==> config.mk <==
export PLATFORM = sky130hd
export DESIGN_NAME = seq_pattern_gen
export DESIGN_NICKNAME = d
export VERILOG_FILES = /design/src/rtl/seq_pkg.sv /design/src/rtl/seq_shift_out.sv /design/src/rtl/seq_pattern_gen.sv
export SDC_FILE = /design/constraint.sdc
export NUM_CORES = 1
export LEC_CHECK = 0
export CORE_MARGIN = 4
export CORE_UTILIZATION = 45
export DETAILED_ROUTE_END_ITERATION = 6
export GPL_ROUTABILITY_DRIVEN = 0
export GPL_TIMING_DRIVEN = 0
export HOLD_SLACK_MARGIN = 0.08
export PLACE_DENSITY = 0.67
export SLEW_MARGIN = 5
export SYNTH_ARGS = -nofsm -noshare
export SYNTH_HDL_FRONTEND = slang
export SYNTH_SLANG_ARGS = --single-unit
==> constraint.sdc <==
create_clock -name clk -period 4.4 [get_ports clk]
set_input_delay 1.1 -clock clk [delete_from_list [all_inputs] [get_ports clk]]
set_output_delay 1.1 -clock clk [all_outputs]
set_load 0.03 [all_outputs]
==> src/rtl/seq_pkg.sv <==
// Shared definitions for the serial pattern generator: FSM states, default sizes, operand legality check.
// Latency: n/a (declarations only).
// Backpressure: n/a (declarations only).
package seq_pkg;

    localparam int SEQ_MAX_LEN = 8;
    localparam int SEQ_CNT_W   = 4;

    typedef enum logic [1:0] {
        IDLE = 2'd0,
        SEND = 2'd1,
        GAP  = 2'd2
    } seq_state_e;

    // A length is usable only if at least one bit is sent and it fits the pattern register.
    function automatic logic len_legal(input int l, input int max_len);
        return (l >= 1) && (l <= max_len);
    endfunction

endpackage

==> src/rtl/seq_shift_out.sv <==
// Loadable MSB-first bit shifter: holds the captured pattern/length and presents one registered bit per step.
// Latency: the bit selected by load/restart/shift appears on x the cycle after the command.
// Backpressure: none; the owner issues at most one command per cycle, and x returns to 0 on an idle cycle.
module seq_shift_out import seq_pkg::*; #(
    parameter int MAX_LEN = SEQ_MAX_LEN,
    parameter int CNT_W   = SEQ_CNT_W
) (
    input  logic               clk,
    input  logic               reset,
    input  logic               load,
    input  logic               restart,
    input  logic               shift,
    input  logic [MAX_LEN-1:0] load_pat,
    input  logic [CNT_W-1:0]   load_len,
    output logic               x,
    output logic               last
);

    logic [MAX_LEN-1:0] pat_q;
    logic [CNT_W-1:0]   len_q;
    logic [CNT_W-1:0]   idx_q;

    logic [MAX_LEN-1:0] src_pat;
    logic [CNT_W-1:0]   src_idx;
    logic               bit_nx;

    // Pick the bit to present next: top bit of a fresh load, top bit again on a repeat, else one lower.
    always_comb begin
        src_pat = pat_q;
        src_idx = idx_q - CNT_W'(1);
        bit_nx  = 1'b0;
        if (load) begin
            src_pat = load_pat;
            src_idx = load_len - CNT_W'(1);
        end else if (restart) begin
            src_idx = len_q - CNT_W'(1);
        end
        for (int i = 0; i < MAX_LEN; i++) begin
            if (src_idx == CNT_W'(i)) begin
                bit_nx = src_pat[i];
            end
        end
    end

    // Capture operands on load; advance the bit index and the registered output bit on every command.
    always_ff @(posedge clk or negedge reset) begin
        if (!reset) begin
            pat_q <= '0;
            len_q <= '0;
            idx_q <= '0;
            x     <= 1'b0;
        end else begin
            if (load) begin
                pat_q <= load_pat;
                len_q <= load_len;
            end
            if (load || restart || shift) begin
                idx_q <= src_idx;
                x     <= bit_nx;
            end else begin
                x     <= 1'b0;
            end
        end
    end

    assign last = (idx_q == '0);

endmodule

==> src/rtl/seq_pattern_gen.sv <==
// Serial pattern generator: sends len bits MSB-first, rpt+1 times, with gap idle cycles between repeats.
// Latency: first bit on x one cycle after start is sampled; done pulses the cycle after the last bit.
// Backpressure: none; start is only looked at in IDLE and ignored while busy.
module seq_pattern_gen import seq_pkg::*; #(
    parameter int MAX_LEN = SEQ_MAX_LEN,
    parameter int CNT_W   = SEQ_CNT_W
) (
    input  logic               clk,
    input  logic               reset,
    input  logic               start,
    input  logic [MAX_LEN-1:0] pattern,
    input  logic [CNT_W-1:0]   len,
    input  logic [CNT_W-1:0]   rpt,
    input  logic [CNT_W-1:0]   gap,
    output logic               x,
    output logic               valid,
    output logic               busy,
    output logic               done,
    output logic               err
);

    seq_state_e       state, state_nx;
    logic [CNT_W-1:0] rpt_cnt, rpt_nx;
    logic [CNT_W-1:0] gap_cnt, gap_nx;
    logic [CNT_W-1:0] gap_q, gap_q_nx;
    logic             done_nx, err_nx;
    logic             sh_load, sh_restart, sh_shift;
    logic             sh_last;

    seq_shift_out #(
        .MAX_LEN (MAX_LEN),
        .CNT_W   (CNT_W)
    ) u_shift (
        .clk      (clk),
        .reset    (reset),
        .load     (sh_load),
        .restart  (sh_restart),
        .shift    (sh_shift),
        .load_pat (pattern),
        .load_len (len),
        .x        (x),
        .last     (sh_last)
    );

    // Next-state, shifter commands and counter updates; rpt_cnt counts repeats still owed after the current one.
    always_comb begin
        state_nx   = state;
        rpt_nx     = rpt_cnt;
        gap_nx     = gap_cnt;
        gap_q_nx   = gap_q;
        done_nx    = 1'b0;
        err_nx     = 1'b0;
        sh_load    = 1'b0;
        sh_restart = 1'b0;
        sh_shift   = 1'b0;
        case (state)
            IDLE: begin
                if (start) begin
                    if (len_legal(int'(len), MAX_LEN)) begin
                        sh_load  = 1'b1;
                        rpt_nx   = rpt;
                        gap_q_nx = gap;
                        state_nx = SEND;
                    end else begin
                        err_nx   = 1'b1;
                    end
                end
            end
            SEND: begin
                if (!sh_last) begin
                    sh_shift = 1'b1;
                end else if (rpt_cnt != '0) begin
                    rpt_nx = rpt_cnt - CNT_W'(1);
                    if (gap_q != '0) begin
                        gap_nx   = gap_q - CNT_W'(1);
                        state_nx = GAP;
                    end else begin
                        sh_restart = 1'b1;
                    end
                end else begin
                    done_nx  = 1'b1;
                    state_nx = IDLE;
                end
            end
            GAP: begin
                if (gap_cnt == '0) begin
                    sh_restart = 1'b1;
                    state_nx   = SEND;
                end else begin
                    gap_nx = gap_cnt - CNT_W'(1);
                end
            end
            default: begin
                state_nx = IDLE;
            end
        endcase
    end

    // State, counters and registered status outputs; reset aborts any transfer without a done pulse.
    always_ff @(posedge clk or negedge reset) begin
        if (!reset) begin
            state   <= IDLE;
            rpt_cnt <= '0;
            gap_cnt <= '0;
            gap_q   <= '0;
            valid   <= 1'b0;
            busy    <= 1'b0;
            done    <= 1'b0;
            err     <= 1'b0;
        end else begin
            state   <= state_nx;
            rpt_cnt <= rpt_nx;
            gap_cnt <= gap_nx;
            gap_q   <= gap_q_nx;
            valid   <= (state_nx == SEND);
            busy    <= (state_nx != IDLE);
            done    <= done_nx;
            err     <= err_nx;
        end
    end

endmodule

* Word level (Yosys, flattened, before mapping)
Cells that the tools add are included.
** Storage, ports and cells
- Register bits after elaboration :: 35
- Input bits :: 23
- Output and inout port bits :: 5
- Logic and storage cells :: 96
** Operators by class
- Add/sub/neg operators :: 6
- $lt $le $gt $ge :: 2
- Eq/ne operators :: 16
- Multiplexer cells :: 45
- Reduce and logical (&&, ||, !) cells :: 15
** Operators with widths (number)
- $mux 4 :: 10
- $mux 1 :: 24
- $sub 4x1->4 const B :: 6
- $eq 4x3->1 const B :: 4
- $pmux 4 s2 :: 2
- $logic_not 4->1 :: 3
- $mux 2 :: 6
- $ne 2x2->1 const B :: 6
- $reduce_and 5->1 :: 2
- $eq 4x2->1 const B :: 2
- $mux 8 :: 1
- $reduce_bool 4->1 :: 2
- $pmux 2 s3 :: 1
- $reduce_bool 2->1 :: 3
- $eq 2x1->1 const B :: 2
- $eq 4x1->1 const B :: 1
- $ge 4x1->1 const B :: 1
- $le 4x4->1 const B :: 1
- $reduce_and 3->1 :: 1
- $eq 2x2->1 const B :: 1
- $logic_not 2->1 :: 1
- $logic_or 1x1->1 :: 2
- $pmux 1 s2 :: 1
- $logic_and 1x1->1 :: 1

* Depth between registers and ports, before layout
Gate-level depths: netlist (run 1).
- Depth after elaboration :: 17
- Depth in mapped cells :: 14
- Mapped depth without buffers :: 13

* By module
Synthesis (run 1) repeated with hierarchy kept, for this count alone.
** Unflattened totals
- Cell total of the unflattened synthesis :: 192
- Area, all modules :: 2015.7 µm²
** By module, submodules not included
- seq_pattern_gen :: times used 1, cells an instance 114, area an instance 1113.6 µm², sequential area each 450.4 µm²
- seq_shift_out :: times used 1, cells an instance 78, area an instance 902.1 µm², sequential area each 425.4 µm²

* Worst setup path before layout (run 1)
OpenSTA, ideal clock, no wires.
- Path type :: reg-to-reg
- From :: register u_shift.idx_q[2]
- To :: register u_shift.x
- Setup time :: 130 ps
- Data arrival time :: 3135 ps
- Required time :: 4270 ps
- Path slack :: 1135 ps
- Cell stages (with the launch flop) :: 12
- Path buffers :: 0
- Clock period less this slack :: 3265 ps
- Path through :: dfrtp_1 -> or4_4 -> or4_4 -> nand2_2 -> mux2i_1 -> ha_1 -> nand2b_1 -> a211o_1 -> a21oi_2 -> a2111oi_0 -> o41ai_1 -> nor3_1
** On the way
- Cells in the longest elaborated chain, start to end :: 15
- Elaborated cells on any way between the ends :: 27
- Those cells by class :: add/sub: 1; eq/ne: 7; mux: 15; reduce/logical: 4
** RTL lines
- start: declaration :: RTL line seq_shift_out.sv:21 : logic [CNT_W-1:0] idx_q;
- start signal: assignment :: RTL line seq_shift_out.sv:58 : idx_q <= src_idx;
- $logic_not 4->1 :: RTL line seq_shift_out.sv:66 : assign last = (idx_q == '0);
- $mux 1 :: RTL line seq_pattern_gen.sv:70 : if (!sh_last) begin
- $pmux 1 s2 :: RTL line seq_pattern_gen.sv:56 : case (state)
- $mux 4 :: RTL line seq_shift_out.sv:35 : end else if (restart) begin
- $mux 4 :: RTL line seq_shift_out.sv:32 : if (load) begin
- $logic_not 4->1 :: RTL line seq_shift_out.sv:39 : if (src_idx == CNT_W'(i)) begin
- $mux 1 (8 in series) :: RTL line seq_shift_out.sv:39
- $mux 1 (*) :: RTL line seq_shift_out.sv:57 : if (load || restart || shift) begin
- end signal: assignment :: RTL line seq_shift_out.sv:59 : x <= bit_nx;
- end: declaration :: RTL line seq_shift_out.sv:15 : output logic x,
Every way passes the cells marked *; elsewhere a longest branch is shown, timed or not.
A chain may end at the register's enable or synchronous reset.

* Final worst setup path (run 1)
- From :: input len[0]
- To :: register u_shift.x
** On the way
- Elaborated cells on any way between the ends :: 28
- Those cells by class :: add/sub: 1; order compare: 2; eq/ne: 7; mux: 14; reduce/logical: 4
** RTL lines
- start: declaration :: RTL line seq_pattern_gen.sv:12 : input logic [CNT_W-1:0] len,
- $ge 4x1->1 or $le 4x4->1 (tied branches) :: RTL line seq_pkg.sv:17 : return (l >= 1) && (l <= max_len);
- $logic_and 1x1->1 (*) :: RTL line seq_pkg.sv:17
- $mux 1 (*) :: RTL line seq_pattern_gen.sv:59 : if (len_legal(int'(len), MAX_LEN)) begin
- $mux 1 (*) :: RTL line seq_pattern_gen.sv:58 : if (start) begin
- $mux 1 (*) :: RTL line seq_pattern_gen.sv:56
- $mux 8 (*)
- net u_shift.src_pat[2] :: RTL line seq_shift_out.sv:23 : logic [MAX_LEN-1:0] src_pat;
- $mux 1 (*) (6 in series) :: RTL line seq_shift_out.sv:39
- $mux 1 (*) :: RTL line seq_shift_out.sv:57
Mark *: on every way through the listed nets, which the timed path passes. The rest lies on a longest branch.

==> metrics, run 1 <==
outcome finished, final reports clean; Clock Latency Late Sink 0.28 ns; simple-gate share of the synthesized area 21.2%; IO buf count 27; maximum vdd drop 305 uV; combinational family with the most area after synthesis simple AND/OR/NAND/NOR gates; slowest stage delay, CP 0.66 ns; fin nets 295; P_sw 681 uW; Seq/Total Area, Yosys 41.5%; Starting Density 47.5%; Resized cells post-CTS 0; number of flops mapped to enable cells by yosys 0; Core Area 4440 sq um; clock sink total 35; Worst-Margin Slew 0.778 ns; Period Utilization, post-route 90.9%; sequential power share 31.6%; synthesized instance count 229; Post-Synth XOR/XNOR Area 1.66%; CP Class input pin to flip-flop; Compound-Gate Fraction of Synth Area 18.0%; post-synth top area share 41.5%; Die X 76.5 um; Vias/cell 5.61; slowest CP cell a211oi_1; Antenna Cells 0; dpl ws 0.134 ns; total number of vias 1772; mux cell area share after synthesis 9.02%; Max-slew headroom 48.1%; Post-CTS Hold Buffers 0; Sw Share 40.8%; number of CTS-inserted buffers 5; Hold WC Path Type flip-flop to flip-flop; Seq cells post-synth 35; Clock Path Buffers 2; Top FF cell, synth dfrtp_1; clock skew 0.00486 ns; Area growth syn-to-layout 21.2%; FF-to-FF Start u_shift.idx_q[2]; CP Cell Sequence clkdlybuf4s50_1 > inv_1 > ha_1 > nor4b_1 > a211oi_1 > clkbuf_1 > mux2_2 > o31ai_1 > o211a_1 > nor3_1; cell with the most instances after synthesis nand2_1; Comb power frac 50.4%; Multi-input gate area 1170 sq um; initial antenna violation count 0; Post-Syn Area 2110 sq um; DRC errors left 0; Pwr Density 653 nW/um^2; synth top area cells dfrtp_1 42%, nand2_1 8.4%, ha_1 5.3%; final worst setup slack 0.401 ns; vias in the first global route 1707; static leakage 0.00112 uW; clk root buf clkbuf_8; CTS tree done; setup violators final 0; total grt overflow 0; clock network power share 18.0%; total track usage 17.1%; FMAX 250 MHz; Antenna Nets Post-Route 0; die footprint 5850 sq um; Critical Path Start len[0]; Layout fillers 402; CP arrival 4.16 ns; total number of yosys warnings 0; Post-Synth Adder-Cell Area 5.34%; layout cell share with drive strength beyond 1 9.85%; Internal 988 uW; HPWL Detailed 3.51 mm; wire length per cell 14.8 um; crit end category flip-flop; chip height 76.5 um; Fin. Hold Viols 0; async set-or-reset flop fraction in the synthesized netlist 100%; # H-tree levels 2; setup tns final 0 ns; register clock-pin slew on the reported worst setup and hold paths 0.07 ns; dominant cell type by area after synthesis dfrtp_1; min Tclk post-route 4.00 ns; Cell variety after synth 55; hold wc startpoint u_shift.pat_q[5]; sequential cell area 876 sq um; Critical Path Start Type input pin; Pins Over Slew Limit 0; Initial DRT Pass Iterations 5; WHS 0.483 ns; Critical Path RT 4.56 ns; I/O pins 28; largest net degree at the start of global routing 36; Post-CTS Setup Bufs 0; RSZ-0062 raised after global routing false; row count 24; Mapped Nets 261; first-pass GRT wire length 8.10 mm; top post-synthesis cells by count 47 x nand2_1, 35 x dfrtp_1, 14 x nor2_1; Syn Area/Cell 9.21 sq um; detailed router's first-iteration violation count 88; drt total wl 4.66 mm; CP max FO 10; MaxCap Viol Count 0
-- per-layer routing --
metal,share of wire (%),global-route usage [%],wire length [um]
met2,44,24.8,2060
met5,0,0,0
met4,2.4,6.70,110
met1,49,24.7,2300
met3,4.1,3.55,190
-- per-stage QoR --
stage               total power (uW)  std cells  area (sq um)  utilization, %
floorplan                       1150        229          2110               -
global placement                1350        308          2440            55.0
detailed placement              1370        308          2440            54.9
CTS                             1680        316          2560            57.5
global route                    1820        316          2560            57.5
finish                          1670        316          2560            57.5
-- final cells by class --
class,instances,share of cell area (%)
Sequential cell,35,34.2
Clock inverter,2,1.37
Clock buffer,6,3.23
Timing Repair Buffer,27,10.4
Buffer,7,1.17
Multi-Input combinational cell,177,45.6
Tap cell,52,2.54
Inverter,10,1.47
-- power groups by stage --
stage	logic [uW]	clock network (uW)	registers [uW]
after floorplan	617	0	534
after global placement	821	0	530
after detailed placement	837	0	533
after CTS	842	307	528
after global routing	955	322	543
final	841	301	527
-- worst max-delay path, delay by kind of cell --
kind / cells / cell delay [ns]
buf+inv: 3 / 1.10
compound gates: 3 / 1.08
mux: 1 / 0.41
fa+ha+maj: 1 / 0.25
simple gates: 2 / 0.23
-- registers in the layout, summed over array words and instances (netlist names) --
signal / cells
done: 1
busy: 1
u_shift.idx_q: 4
rpt_cnt: 4
gap_q: 4
state: 2
valid: 1
gap_cnt: 4
u_shift.len_q: 4
u_shift.x: 1
err: 1
u_shift.pat_q: 8
-- worst paths after layout --
path,to,slack [ns],depth (start not counted)
max reg2reg,u_shift.x,0.56,11
max in group asynchronous,gap_q[3],3.01,1
min reg2reg,u_shift.pat_q[5],0.48,2
min,u_shift.pat_q[5],0.48,2
max,u_shift.x,0.40,10
min in group asynchronous,err,0.89,1
-- cells in the final DEF (no fill, tap or decap), types with 2 or more instances in the layout --
cell type / netlist / layout
o21ai_0: 9 / 9
nand2b_1: 4 / 4
a211oi_1: 3 / 3
nand3_1: 4 / 4
nor3_1: 2 / 2
ha_1: 9 / 9
dfrtp_1: 35 / 35
o22a_1: 3 / 3
o2111ai_1: 2 / 2
inv_1: 10 / 10
clkbuf_1: 6 / 6
clkdlybuf4s50_1: 0 / 26
nor2b_1: 2 / 2
and2_1: 2 / 2
or4_4: 2 / 2
and3_1: 2 / 2
a21oi_1: 11 / 11
a31oi_1: 5 / 5
mux2_2: 7 / 7
o31ai_1: 2 / 2
mux2i_1: 10 / 10
xor2_1: 3 / 3
nor4_1: 3 / 3
nand2_1: 47 / 47
clkbuf_8: 0 / 6
o22ai_1: 2 / 2
nor2_1: 14 / 14
-- cells by family after synthesis --
kind of cell / after synthesis
adders and majority gates: 9
muxes: 18
AOI/OAI and AO/OA: 53
buffers and inverters: 17
and+or+nand+nor: 93
xor gates and xnor gates: 4
DFF: 35
No activity file was read; power rests on OpenSTA's default activity.
==> inputs of run 2 (changes only) <==
--- a/config.mk
+++ b/config.mk
@@ -5,7 +5,7 @@
 export SDC_FILE = /design/constraint.sdc
 export NUM_CORES = 1
 export LEC_CHECK = 0
-export CORE_MARGIN = 4
+export CORE_MARGIN = 2
 export CORE_UTILIZATION = 45
 export DETAILED_ROUTE_END_ITERATION = 6
 export GPL_ROUTABILITY_DRIVEN = 0
==> run 2 against run 1 <==
  * First-iteration DRC count is 6.8% lower
  * Worst setup slack improved by 0.025 ns
  * Critical path depth is the same
  * Final cell count is the same
  * Clock skew about the same
  * Flip-flop and latch count unchanged
  * Critical path type unchanged
==> metrics, run 2 (synthesized netlist as in run 1, its figures left out) <==
outcome finished, final reports clean (unchanged); Internal 988 uW (about the same); hold path cells 2 (unchanged); Fin. Hold Viols 0 (unchanged); FMAX 252 MHz (was 250 MHz); DR WL met2 1.94 mm (was 2.06 mm); Period Utilization, post-route 90.3% (was 90.9%); final worst setup slack 0.425 ns (was 0.401 ns); Critical Path RT 4.56 ns (about the same); # H-tree levels 2 (unchanged); Comb power frac 50.2% (was 50.4%); worst hold endpoint u_shift.len_q[0] (was u_shift.pat_q[5]); MaxCap Viol Count 0 (unchanged); detailed router's first-iteration violation count 82 (was 88); CP Class input pin to flip-flop (unchanged); commonest cells after routing, fill and taps aside 47 x nand2_1, 35 x dfrtp_1, 26 x clkdlybuf4s50_1 (unchanged); Antenna Cells 0 (unchanged); sequential power share 31.7% (was 31.6%); Worst-Margin Slew 0.792 ns (was 0.778 ns); wire length per cell 14.2 um (was 14.8 um); P_sw 673 uW (was 681 uW); Pwr Total 1660 uW (was 1670 uW); Max-slew headroom 47.2% (was 48.1%); RSZ-0062 raised after global routing false (unchanged); clock network power share 18.1% (was 18.0%); drt total wl 4.50 mm (was 4.66 mm); IO buf count 27 (unchanged); Die X 72.5 um (was 76.5 um); slowest CP cell a211oi_1 (unchanged); Area growth syn-to-layout 21.2% (unchanged); fin nets 295 (unchanged); largest register by flop count u_shift.pat_q (unchanged); Initial DRT Pass Iterations 4 (was 5); register clock-pin slew on the reported worst setup and hold paths 0.07 ns (about the same); Pins Over Slew Limit 0 (unchanged); Clock Latency Late Sink 0.29 ns (was 0.28 ns); min Tclk post-route 3.97 ns (was 4.00 ns); initial antenna violation count 0 (unchanged); dpl ws 0.152 ns (was 0.134 ns); clock sink total 35 (unchanged); CP Cell Sequence clkdlybuf4s50_1 > inv_1 > ha_1 > nor4b_1 > a211oi_1 > clkbuf_1 > mux2_2 > o31ai_1 > o211a_1 > nor3_1 (unchanged); Clock Path Buffers 2 (unchanged); largest net degree at the start of global routing 36 (unchanged); Hold WC Path Type flip-flop to flip-flop (unchanged); vias in the first global route 1638 (was 1707); Critical Path Start Type input pin (unchanged); I/O pins 28 (unchanged); die footprint 5250 sq um (was 5850 sq um); HPWL Detailed 3.41 mm (was 3.51 mm); number of CTS-inserted buffers 5 (unchanged); clk root buf clkbuf_8 (unchanged); first-pass GRT wire length 7.89 mm (was 8.10 mm); commonest non-fill, non-tap cell in the layout nand2_1 (unchanged); total number of vias 1783 (was 1772); clock skew 0.00497 ns (was 0.00486 ns); CP arrival 4.14 ns (was 4.16 ns); Layout fillers 431 (was 402); met1 wire length 2.31 mm (was 2.30 mm); setup violators final 0 (unchanged); CTS tree done (unchanged); max reg flops 8 (unchanged); hold wc startpoint u_shift.len_q[0] (was u_shift.pat_q[5]); Resized cells post-CTS 0 (unchanged); FF-to-FF Start u_shift.idx_q[2] (unchanged); Highest Signal Layer met4 (unchanged); chip height 72.5 um (was 76.5 um); static leakage 0.00112 uW (unchanged); Vias/cell 5.64 (was 5.61); setup tns final 0 ns (unchanged); worst reg-to-reg setup slack 0.59 ns (was 0.56 ns); Critical R2R Capture u_shift.x (unchanged); slowest stage delay, CP 0.66 ns (about the same); DRC errors left 0 (unchanged); layout cell share with drive strength beyond 1 9.85% (unchanged); Pwr Density 649 nW/um^2 (was 653 nW/um^2); total grt overflow 0 (unchanged); total track usage 19.4% (was 17.1%); Antenna Nets Post-Route 0 (unchanged); Post-CTS Setup Bufs 0 (unchanged); row count 24 (unchanged); CP max FO 10 (unchanged); maximum vdd drop 307 uV (was 305 uV); Core Area 4440 sq um (unchanged); Post-CTS Hold Buffers 0 (unchanged); Sw Share 40.5% (was 40.8%); R2R cell count 11 (unchanged); Starting Density 47.5% (unchanged); WL met3 178 um (was 190 um); crit end category flip-flop (unchanged)
[run 2: cell counts in the layout (fill, tap and decap cells not counted)]
Identical to the previous run, type by type.
[run 2: worst max-delay path: cells and delay by family]
kind	cells	cell delay [ns]
fa+ha+maj	1	0.26
compound gates	3	1.08
mux	1	0.40
simple gates	2	0.22
buf+inv	3	1.07
[run 2: cell type report]
class	instances	area [sq um]	area share (%)
inverter	10	37.5	1.47
buffer	7	30.0	1.17
tap	52	65.1	2.54
clock buffer	6	82.6	3.23
sequential	35	876	34.2
timing repair buffer	27	265	10.4
multi-input combinational	177	1170	45.6
clock inverter	2	35.0	1.37
[run 2: through the flow]
stage	hold slack (ns)	area [sq um]	utilization (%)	cells
floorplan	0.436	2110	-	229
global placement	0.449	2440	55.0	308
detailed placement	0.467	2440	54.9	308
CTS	0.486	2560	57.5	316
global route	0.514	2560	57.5	316
finish	0.482	2560	57.5	316
[run 2: power by group through the flow]
stage | logic (uW) | registers, uW | clock network (uW)
floorplan | 617 | 534 | 0
detailed placement | 831 | 533 | 0
global placement | 820 | 530 | 0
finish | 833 | 527 | 301
CTS | 836 | 527 | 309
global route | 948 | 544 | 325
[run 2: worst max path at each step]
stage | to | cells past startpoint | start
after floorplan | u_shift.x | 11 | u_shift.idx_q[2]
after global placement | u_shift.x | 10 | len[0]
after detailed placement | u_shift.x | 10 | len[0]
after CTS | u_shift.x | 10 | len[0]
after global routing | u_shift.x | 10 | len[0]
final | u_shift.x | 10 | len[0]
[run 2: layer usage]
metal,global-route usage (%),up-vias
li1,-,896
met1,29.0,847
met2,27.8,33
met3,4.31,7
met4,6.79,0
met5,0,-
